$ cat config.mk
export PLATFORM = sky130hd
export DESIGN_NAME = core_ctrl
export DESIGN_NICKNAME = d
export VERILOG_FILES = /design/src/rtl/core_ctrl.sv
export SDC_FILE = /design/constraint.sdc
export NUM_CORES = 1
export LEC_CHECK = 0
export CAP_MARGIN = 10
export CORE_MARGIN = 1.5
export CORE_UTILIZATION = 42
export DETAILED_ROUTE_END_ITERATION = 8
export HOLD_SLACK_MARGIN = 0.08
export MAX_ROUTING_LAYER = met4
export PLACE_DENSITY = 0.81
export SYNTH_ARGS = -nofsm -noshare
export SYNTH_HDL_FRONTEND = slang
export SYNTH_SLANG_ARGS = --single-unit
$ cat constraint.sdc
create_clock -name clk -period 3.4 [get_ports clk]
set_input_delay 1.02 -clock clk [delete_from_list [all_inputs] [get_ports clk]]
set_output_delay 1.02 -clock clk [all_outputs]
set_load 0.01 [all_outputs]
$ cat src/rtl/core_ctrl.sv
// core_ctrl: multi-cycle RV32I control sequencer driving datapath selects, enables and memory handshake
// Optional feature macro CTRL_ILLEGAL_TRAP_EN: unsupported opcodes park the sequencer in TRAP until reset;
// without it they retire as no-operations after a one-cycle illegal pulse in DECODE.
module core_ctrl #(
    parameter int CNT_W = 32
) (
    input  logic             clk,
    input  logic             rst,
    input  logic [31:0]      instr,
    input  logic             mem_ready,
    input  logic             branch_taken,
    output logic             mem_req,
    output logic             mem_we,
    output logic             mem_is_fetch,
    output logic             ir_we,
    output logic             pc_we,
    output logic [1:0]       pc_sel,
    output logic             reg_we,
    output logic [1:0]       wb_sel,
    output logic [1:0]       alu_a_sel,
    output logic             alu_b_sel,
    output logic [2:0]       imm_type,
    output logic [2:0]       state,
    output logic             illegal,
    output logic [CNT_W-1:0] instret
);
    typedef enum logic [2:0] {
        S_IDLE   = 3'd0,
        S_FETCH  = 3'd1,
        S_DECODE = 3'd2,
        S_EXEC   = 3'd3,
        S_MEM    = 3'd4,
        S_WB     = 3'd5,
        S_TRAP   = 3'd6
    } state_t;
    localparam logic [6:0] OPC_OP     = 7'b0110011;
    localparam logic [6:0] OPC_OPIMM  = 7'b0010011;
    localparam logic [6:0] OPC_LOAD   = 7'b0000011;
    localparam logic [6:0] OPC_STORE  = 7'b0100011;
    localparam logic [6:0] OPC_BRANCH = 7'b1100011;
    localparam logic [6:0] OPC_JAL    = 7'b1101111;
    localparam logic [6:0] OPC_JALR   = 7'b1100111;
    localparam logic [6:0] OPC_LUI    = 7'b0110111;
    localparam logic [6:0] OPC_AUIPC  = 7'b0010111;
    localparam logic [6:0] OPC_FENCE  = 7'b0001111;
    localparam logic [6:0] OPC_SYSTEM = 7'b1110011;
    localparam logic [2:0] IMM_I = 3'b000;
    localparam logic [2:0] IMM_S = 3'b001;
    localparam logic [2:0] IMM_B = 3'b010;
    localparam logic [2:0] IMM_U = 3'b011;
    localparam logic [2:0] IMM_J = 3'b100;
    localparam logic [1:0] PC_PLUS4 = 2'b00;
    localparam logic [1:0] PC_IMM   = 2'b01;
    localparam logic [1:0] PC_ALU   = 2'b10;
    localparam logic [1:0] WB_ALU   = 2'b00;
    localparam logic [1:0] WB_MEM   = 2'b01;
    localparam logic [1:0] WB_LINK  = 2'b10;
    localparam logic [1:0] A_RS1    = 2'b00;
    localparam logic [1:0] A_PC     = 2'b01;
    localparam logic [1:0] A_ZERO   = 2'b10;
    localparam logic [CNT_W-1:0] CNT_ONE = {{(CNT_W-1){1'b0}}, 1'b1};

    state_t           state_q, state_d;
    logic [CNT_W-1:0] instret_q, instret_d;
    logic             retire;
    logic [6:0]       opc;
    logic             unused_instr;
    logic             is_op, is_opimm, is_load, is_store, is_branch;
    logic             is_jal, is_jalr, is_lui, is_auipc, is_fence, is_system;
    logic             is_alu, is_mem, is_link, is_legal, in_body;
    logic [2:0]       imm_dec;
    logic [1:0]       alu_a_dec;
    logic             alu_b_dec;

    // Only the opcode field steers control; the rest of the word belongs to the datapath.
    assign opc          = instr[6:0];
    assign unused_instr = ^instr[31:7];

    assign is_op     = opc == OPC_OP;
    assign is_opimm  = opc == OPC_OPIMM;
    assign is_load   = opc == OPC_LOAD;
    assign is_store  = opc == OPC_STORE;
    assign is_branch = opc == OPC_BRANCH;
    assign is_jal    = opc == OPC_JAL;
    assign is_jalr   = opc == OPC_JALR;
    assign is_lui    = opc == OPC_LUI;
    assign is_auipc  = opc == OPC_AUIPC;
    assign is_fence  = opc == OPC_FENCE;
    assign is_system = opc == OPC_SYSTEM;

    // Instruction groups that share a path through the sequencer.
    assign is_alu   = is_op | is_opimm | is_lui | is_auipc;
    assign is_mem   = is_load | is_store;
    assign is_link  = is_jal | is_jalr;
    assign is_legal = is_alu | is_mem | is_branch | is_link | is_fence | is_system;

    // Immediate format and ALU operand routing per opcode; unknown opcodes fall back to I-type.
    assign imm_dec   = is_store ? IMM_S :
                       is_branch ? IMM_B :
                       (is_lui | is_auipc) ? IMM_U :
                       is_jal ? IMM_J : IMM_I;
    assign alu_a_dec = is_lui ? A_ZERO : is_auipc ? A_PC : A_RS1;
    assign alu_b_dec = ~(is_op | is_branch);

    // The immediate generator is only meaningful while an instruction is in flight past fetch.
    assign in_body  = (state_q == S_DECODE) | (state_q == S_EXEC) | (state_q == S_MEM) | (state_q == S_WB);
    assign imm_type = in_body ? imm_dec : IMM_I;
    assign state    = state_q;
    assign instret  = instret_q;

    // State register and retired-instruction counter; reset aborts any in-flight instruction.
    always_ff @(posedge clk or posedge rst) begin
        if (rst) begin
            state_q   <= S_IDLE;
            instret_q <= '0;
        end else begin
            state_q   <= state_d;
            instret_q <= instret_d;
        end
    end

    // Next-state and per-state control outputs; retire marks the edge leaving an instruction's last state.
    always_comb begin
        state_d      = state_q;
        retire       = 1'b0;
        mem_req      = 1'b0;
        mem_we       = 1'b0;
        mem_is_fetch = 1'b0;
        ir_we        = 1'b0;
        pc_we        = 1'b0;
        pc_sel       = PC_PLUS4;
        reg_we       = 1'b0;
        wb_sel       = WB_ALU;
        alu_a_sel    = A_RS1;
        alu_b_sel    = 1'b0;
        illegal      = 1'b0;
        case (state_q)
            S_IDLE: state_d = S_FETCH;
            S_FETCH: begin
                mem_req      = 1'b1;
                mem_is_fetch = 1'b1;
                ir_we        = mem_ready;
                state_d      = mem_ready ? S_DECODE : S_FETCH;
            end
            S_DECODE: begin
                illegal = ~is_legal;
`ifdef CTRL_ILLEGAL_TRAP_EN
                state_d = is_legal ? S_EXEC : S_TRAP;
`else
                state_d = S_EXEC;
`endif
            end
            S_EXEC: begin
                alu_a_sel = alu_a_dec;
                alu_b_sel = alu_b_dec;
                if (is_mem) begin
                    state_d = S_MEM;
                end else if (is_alu) begin
                    state_d = S_WB;
                end else begin
                    pc_we   = 1'b1;
                    pc_sel  = is_jal ? PC_IMM :
                              is_jalr ? PC_ALU :
                              (is_branch & branch_taken) ? PC_IMM : PC_PLUS4;
                    reg_we  = is_link;
                    wb_sel  = is_link ? WB_LINK : WB_ALU;
                    retire  = 1'b1;
                    state_d = S_FETCH;
                end
            end
            S_MEM: begin
                mem_req   = 1'b1;
                mem_we    = is_store;
                alu_a_sel = alu_a_dec;
                alu_b_sel = alu_b_dec;
                pc_we     = mem_ready & is_store;
                retire    = mem_ready & is_store;
                state_d   = ~mem_ready ? S_MEM : is_load ? S_WB : S_FETCH;
            end
            S_WB: begin
                alu_a_sel = alu_a_dec;
                alu_b_sel = alu_b_dec;
                reg_we    = 1'b1;
                wb_sel    = is_load ? WB_MEM : WB_ALU;
                pc_we     = 1'b1;
                retire    = 1'b1;
                state_d   = S_FETCH;
            end
            S_TRAP: illegal = 1'b1;
            default: state_d = S_IDLE;
        endcase
        instret_d = retire ? instret_q + CNT_ONE : instret_q;
    end
endmodule

==> results of run 1 <==
## critical path, cell delays in order
cell and delay, ns:
sky130_fd_sc_hd__clkdlybuf4s50_1 0.48, sky130_fd_sc_hd__buf_4 0.11, sky130_fd_sc_hd__nand2b_1 0.06, sky130_fd_sc_hd__nor2_1 0.08, sky130_fd_sc_hd__clkdlybuf4s50_1 0.54
## placed cells by master (no fill, tap or decap), drive strengths merged, types with 6 or more instances in the layout
cell,count
clkdlybuf4s50,41
dfrtp,35
buf,31
xnor2,29
nand2,24
nand4,14
nand3,14
nor2,13
inv,9
and3,9
nor3,9
clkbuf,9
a21oi,8
dlygate4sd2,6
## routing by layer
metal  vias up  track usage
li1        890            -
met1       879        0.281
met2        62        0.361
met3         9       0.0436
met4         0       0.0860
met5         -            -
## how the worst min path moves through the flow
stage	start	to	cells after the start
floorplan	instret[31]$_DFFE_PP0P_	instret[31]$_DFFE_PP0P_	1
global placement	instret[31]$_DFFE_PP0P_	instret[31]$_DFFE_PP0P_	1
detailed placement	instret[31]$_DFFE_PP0P_	instret[31]$_DFFE_PP0P_	1
CTS	instret[31]$_DFFE_PP0P_	instret[31]$_DFFE_PP0P_	1
global route	instret[31]$_DFFE_PP0P_	instret[31]$_DFFE_PP0P_	1
finish	instret[31]$_DFFE_PP0P_	instret[31]$_DFFE_PP0P_	1
## cells by family (layout without fill, tap and decap cells)
| kind of cell | count (synthesis) | count (layout) | synth area share |
|---|---|---|---|
| simple gates | 102 | 102 | 0.292 |
| xor+xnor | 33 | 33 | 0.147 |
| compound gates | 18 | 18 | 0.0656 |
| fa+ha+maj | 1 | 1 | 0.00637 |
| flops | 35 | 35 | 0.446 |
| buf+inv | 15 | 103 | 0.0427 |
## state kept, by name (all words and copies together), names as in the netlist
register / count
instret: 32
state: 3
## per-stage QoR
stage | TNS, ns | setup WS (ns) | cells
finish | 0 | 0.0893 | 344
detailed placement | -4.92 | -0.453 | 333
global route | 0 | 0.0364 | 344
floorplan | 0 | 0.246 | 204
CTS | -0.0233 | -0.0121 | 344
global placement | -5.21 | -0.454 | 333
## cell type report
| cell class | count | area (sq um) |
|---|---|---|
| Fill cell | 376 | 1520 |
| Tap cell | 52 | 65.1 |
| Inverter | 9 | 36.3 |
| Clock buffer | 8 | 100 |
| Timing Repair Buffer | 86 | 779 |
| Multi-Input combinational cell | 154 | 1040 |
| Sequential cell | 35 | 876 |
## report_power, final
group	total, mW	internal, mW	switching (mW)
Sequential	0.521	0.456	0.0648
Combinational	0.446	0.234	0.211
Clock	0.330	0.185	0.146
## what timing repair did
| item | in CTS | in global routing |
|---|---|---|
| resized for setup | 53 | 9 |
| setup buffers | 3 | 0 |
| pin swaps | 2 | 4 |
| endpoints found under the setup margin | 14 | 13 |
==> reports/summary.md, run 1 <==
The run gives 0.224 as the total track usage. VDD sags by at most 0.000371 V. The standby leakage power was 1.26 nW. After detailed routing, the wire length on met1 is 2.23 mm. Relative to the synthesized area, the layout overhead comes to 47.3%. Measured along the x axis, the die boundary spans 71.4 um. The tools report the count of final setup violators as 0. The initialized floorplan defines 24 standard-cell rows. Dividing total power by cell area gives a power density of 448 nW/um^2. The worst setup path is captured at a primary output. For this run, the leading register cell type out of synthesis is sky130_fd_sc_hd__dfrtp_1. The synthesized design contains 35 register bits. The logs give 5 for the number of CTS-inserted buffers and 1.30 mW for the final total power.

After the first detailed-routing iteration, the DRC count stood at 109. The type of the worst min-delay path is reg2reg. The clock root buffer master is sky130_fd_sc_hd__clkbuf_8. Setup repair after global routing left no endpoint under its margin.

The tools report the routed length on met2 as 2.53 mm. Synthesis produced a netlist whose cell count is 204. The library cell with the largest summed area after synthesis is sky130_fd_sc_hd__dfrtp_1. In this run the deepest clock path goes through 2 buffers.

The number of buffers inserted for hold repair after clock tree synthesis is 0. For the first-pass GRT wire length, the log shows 8.70 mm. The core region is 4410 sq um. After detailed routing, no signal wire sits above met4. The area fraction of the dominant cell type after synthesis was 0.446.

For this run, the post-layout net count is 328. The run finished with clean final reports. Height of the die: 71.4 um.

The initial antenna violation count was 0. The finished cells cover 2890 sq um. The data arrival time of the critical path is 2.29 ns. The worst register-to-register path ends at instret[23]$_DFFE_PP0P_. The synthesized design contains 0 enable-type register cells.

Detailed placement finished with a half-perimeter wire length of 3.74 mm. In this run the cell area measured after placement is 2760 sq um. The start point of the critical path was mem_ready. The portion of the clock cycle consumed by the worst path in the final layout was 0.974; the reg2reg setup slack was 1.43 ns. In the routed design, unresolved DRC markers number 0. Number of H-tree levels: 2. The worst reg-to-reg path cell count was 5. The number of antenna repair diodes came out at 0.

Along the worst path, the maximum fanout reaches 2. The total met3 wirelength after detailed routing was 314 um; the area enclosed by the die boundary was 5100 sq um. The count of synthesis-stage warnings from yosys was 0; the count of input and output buffers was 62.

The worst setup path is launched from an input pin. For the total grt overflow, the log shows 0. By area the synthesized netlist is led by sky130_fd_sc_hd__dfrtp_1 45%, sky130_fd_sc_hd__xnor2_1 13%, sky130_fd_sc_hd__nand2_1 4.6%.

In the synthesized netlist, the cells that appear most often are 35 x sky130_fd_sc_hd__dfrtp_1, 29 x sky130_fd_sc_hd__xnor2_1, 24 x sky130_fd_sc_hd__nand2_1, 14 x sky130_fd_sc_hd__nand4_1, 13 x sky130_fd_sc_hd__nor2_1. Static timing analysis puts the maximum clock frequency at 0.302 GHz. The clock reaches the later pin of the worst-skew pair after 0.29 ns. The end of the critical path is ir_we. After synthesis the cells add up to 1960 sq um.

The run gives 5.17 mm as the sum of routed wire length over all layers. The final design utilization came out at 0.656. TritonCTS built the clock tree. In this run the remaining antenna-violating nets after routing total 0. The run gives 2.38 ns as the required time of the critical path. The number of global-route vias before repair came out at 1,805. The average instance area after synthesis came out at 9.63 sq um. The async set-or-reset flop fraction in the synthesized netlist was 1.00; the placer congestion estimate was 0.994. The run gives 0 as the max-slew violation count.

After detailed routing, the average wire length per cell comes to 15.0 um. After clock tree synthesis, the clock-pin slew on the worst setup and hold paths is 0.07 ns. In this run the count of I/O pins placed on the die edge is 88. Hold timing on the final database bottoms out at a slack of 0.473 ns.

The tools report the sequential share of the synthesized area as 0.446. The library cell with the highest instance count after synthesis was sky130_fd_sc_hd__dfrtp_1. The critical path class was in2out. Across the run, the number of max-cap violations was 0. The transition at the pin with the smallest max-transition slack was 0.487 ns. The initial standard-cell utilization of the core is 0.445. The share of post-route cells with drive strength above 1 is 0.199, and the worst slew margin relative to its limit is 0.674.

The number of different library cells used by synthesis comes to 38. For this design, the sink count on the clock tree is 35. The worst register-to-register path begins at instret[5]$_DFFE_PP0P_. The synthesized net count is 241, and the largest net degree at the start of global routing is 36. The time the final worst path needs with I/O delays and setup was 3.31 ns; the number of endpoints with negative hold slack in the final report was 0. The routed layout has 1,840 vias. The tools report the number of optimization iterations in the first detailed-route pass as 4.

The clock arrives with 0.00394 ns of skew. In the routed layout, each cell is associated on average with a via count of 5.35.
(Power assumes the default switching activity.)
==> inputs of run 2 (changes only) <==
--- a/config.mk
+++ b/config.mk
@@ -11,7 +11,8 @@
 export DETAILED_ROUTE_END_ITERATION = 8
 export HOLD_SLACK_MARGIN = 0.08
 export MAX_ROUTING_LAYER = met4
-export PLACE_DENSITY = 0.81
+export PLACE_DENSITY_LB_ADDON = 0.3
+export SETUP_SLACK_MARGIN = 0.4
 export SYNTH_ARGS = -nofsm -noshare
 export SYNTH_HDL_FRONTEND = slang
 export SYNTH_SLANG_ARGS = --single-unit
==> constraint.sdc (replaced) <==
create_clock -name clk -period 3.6 [get_ports clk]
set_input_delay 1.08 -clock clk [delete_from_list [all_inputs] [get_ports clk]]
set_output_delay 1.08 -clock clk [all_outputs]
set_load 0.01 [all_outputs]
==> reports/summary.md, run 2 (synthesis gave the netlist of run 1 again) <==
The die width is 71.4 um (unchanged), and the detail-routed net length per standard cell is 15.1 um (was 15.0 um). Portion of the clock cycle consumed by the worst path in the final layout: 0.883. The final antenna-violating net count is 0 (unchanged). Data arrival time of the critical path: 2.10 ns (was 2.29 ns).

The tools report the largest net degree at the start of global routing as 36 (unchanged). The logs give 0.890 (was 0.994) for the placer congestion estimate and 0.482 ns (was 0.473 ns) for the tightest hold margin. The number of buffers inserted for hold repair after clock tree synthesis was 0 (unchanged); the setup skew after layout was 0.00894 ns (was 0.00394 ns).

Standby leakage power: 1.26 nW (about the same). The number of H-tree levels came out at 2 (unchanged). The number of endpoints with negative hold slack in the final report was 0 (unchanged). The most frequent standard cell in the layout excluding fill and tap cells was sky130_fd_sc_hd__clkdlybuf4s50_1 (unchanged). The max-slew violation count is 0 (unchanged), and the total grt overflow is 0 (unchanged). The logs give 2.52 ns (was 2.38 ns) for the required time of the critical path and 2 (unchanged) for the deepest clock path buffer count. TritonCTS built the clock tree. The tools report the final total power as 1.21 mW (was 1.30 mW). The total number of placement rows was 24 (unchanged). The number of global-route vias before repair is 1,756 (was 1,805), and the area overhead of the layout relative to synthesis is 47.7% (was 47.3%).

The tools report the sum of routed wire length over all layers as 5.27 mm (was 5.17 mm). The tools report the element type at the critical path end as a primary output (unchanged). For the area enclosed by the die boundary, the log shows 5100 sq um (unchanged). The half-perimeter wire length after placement was 3.70 mm (was 3.74 mm); the remaining routing DRC violations was 0 (unchanged). Setup repair after global routing could not meet its margin everywhere. Count of input and output buffers: 62 (unchanged). The initial antenna violation count was 0 (unchanged); the top achievable clock speed was 0.315 GHz. The number of antenna repair diodes is 0 (unchanged).

For the count of final setup violators, the log shows 0 (unchanged). The worst slew margin relative to its limit was 0.691 (was 0.674). First-pass GRT wire length: 8.69 mm (was 8.70 mm). The maximum VDD drop is 0.000257 V (was 0.000371 V), and the setup total negative slack is 0 ns (unchanged).

The number of maximum-capacitance violations was 0 (unchanged); the iteration-0 DRC count of the detailed router was 115 (was 109). After layout, the minimum clock period comes to 3.18 ns. The flip-flop count of the largest register, all copies and words added is 32 (unchanged), and the total track usage is 0.224 (about the same). The height of the die is 71.4 um (unchanged). The maximum fanout count along the critical path was 4 (was 2). The flow ran to the end, and the final reports show no timing, DRC or antenna violations. Initial standard-cell utilization of the core: 0.445 (unchanged).

The worst-skew pair later-pin latency was 0.29 ns (about the same). The critical path class is in2out (unchanged). The core outline area was 4410 sq um (unchanged).

Highest-count cells in the layout ignoring fill and taps: 39 x sky130_fd_sc_hd__clkdlybuf4s50_1, 35 x sky130_fd_sc_hd__dfrtp_1, 29 x sky130_fd_sc_hd__xnor2_1, 24 x sky130_fd_sc_hd__nand2_1, 23 x sky130_fd_sc_hd__buf_4 (was 41 x sky130_fd_sc_hd__clkdlybuf4s50_1, 35 x sky130_fd_sc_hd__dfrtp_1, 29 x sky130_fd_sc_hd__xnor2_1, 24 x sky130_fd_sc_hd__nand2_1, 22 x sky130_fd_sc_hd__buf_4). The power density relative to cell area is 416 nW/um^2 (was 448 nW/um^2). The number of optimization iterations in the first detailed-route pass came out at 4 (unchanged). The number of CTS-inserted buffers is 5 (unchanged).

The transition at the pin with the smallest max-transition slack was 0.461 ns (was 0.487 ns). The total clock sinks was 35 (unchanged); the boundary pin count was 88 (unchanged). The type of the worst min-delay path was reg2reg (unchanged).

The run gives 1,852 (was 1,840) as the count of vias placed by the detailed router. The clock root buffer master is sky130_fd_sc_hd__clkbuf_8 (unchanged). Post-route non-filler standard cell count: 348 (was 344).

The cell count after placement came out at 332 (was 333). The share of post-route cells with drive strength above 1 was 0.236 (was 0.199). Startpoint kind of the worst setup timing path: an input pin (unchanged). The CTS clock-pin slew for the worst setup and hold paths came out at 0.07 ns (about the same). The routed via count divided by cell count works out to 5.32 (was 5.35). The number of nets in the final layout is 332 (was 328).
run 2: metrics by stage:
stage	util	area, sq um	worst slack, ns
final	0.657	2900	0.423
after global routing	0.657	2900	0.382
after CTS	0.653	2880	0.364
after detailed placement	0.624	2760	-0.357
after global placement	0.624	2760	-0.373
after floorplan	-	1970	0.401
run 2: area by class of cell:
class,count,area (sq um)
Sequential cell,35,876
Timing Repair Buffer,90,786
Clock inverter,1,5.00
Inverter,9,36.3
Tap cell,52,65.1
Fill cell,383,1510
Clock buffer,7,76.3
Multi-Input combinational cell,154,1060
run 2: worst paths after layout:
path / startpoint / end / slack, ns / depth (start not counted)
max: instr[6] / pc_we / 0.42 / 7
max reg2reg: state[2]$_DFFE_PP0N_ / instret[16]$_DFFE_PP0P_ / 1.55 / 9
min reg2reg: instret[31]$_DFFE_PP0P_ / instret[31]$_DFFE_PP0P_ / 0.48 / 1
max in group asynchronous: rst / instret[26]$_DFFE_PP0P_ / 2.10 / 3
min: instret[31]$_DFFE_PP0P_ / instret[31]$_DFFE_PP0P_ / 0.48 / 1
min in group asynchronous: rst / instret[3]$_DFFE_PP0P_ / 1.18 / 3
run 2: where the power goes:
group          total [mW]  switching (mW)  internal (mW)
clock               0.281           0.145          0.136
sequential          0.495          0.0651          0.430
combinational       0.431           0.204          0.227
total                1.21           0.414          0.793
run 2: per-layer routing:
layer / vias up / share of wire / global-route usage
met2: 53 / 0.46 / 0.328
met3: 9 / 0.063 / 0.0577
met4: 0 / 0.014 / 0.0797
met1: 894 / 0.46 / 0.304
li1: 896 / - / -
met5: - / 0 / -
run 2: what timing repair did:
item | 4_1_cts | 5_1_grt
hold endpoints to repair | 0 | 0
pin swaps | 8 | 4
setup endpoints to repair | 15 | 3
gates cloned | 0 | 0
gates resized for setup | 92 | 4
buffers inserted | 7 | 1
run 2: critical path, cell delays in order:
cell	delay (ns)
sky130_fd_sc_hd__buf_6	0.09
sky130_fd_sc_hd__and4bb_4	0.38
sky130_fd_sc_hd__a21oi_4	0.08
sky130_fd_sc_hd__buf_6	0.12
sky130_fd_sc_hd__nor3_4	0.17
sky130_fd_sc_hd__inv_4	0.05
sky130_fd_sc_hd__buf_6	0.12
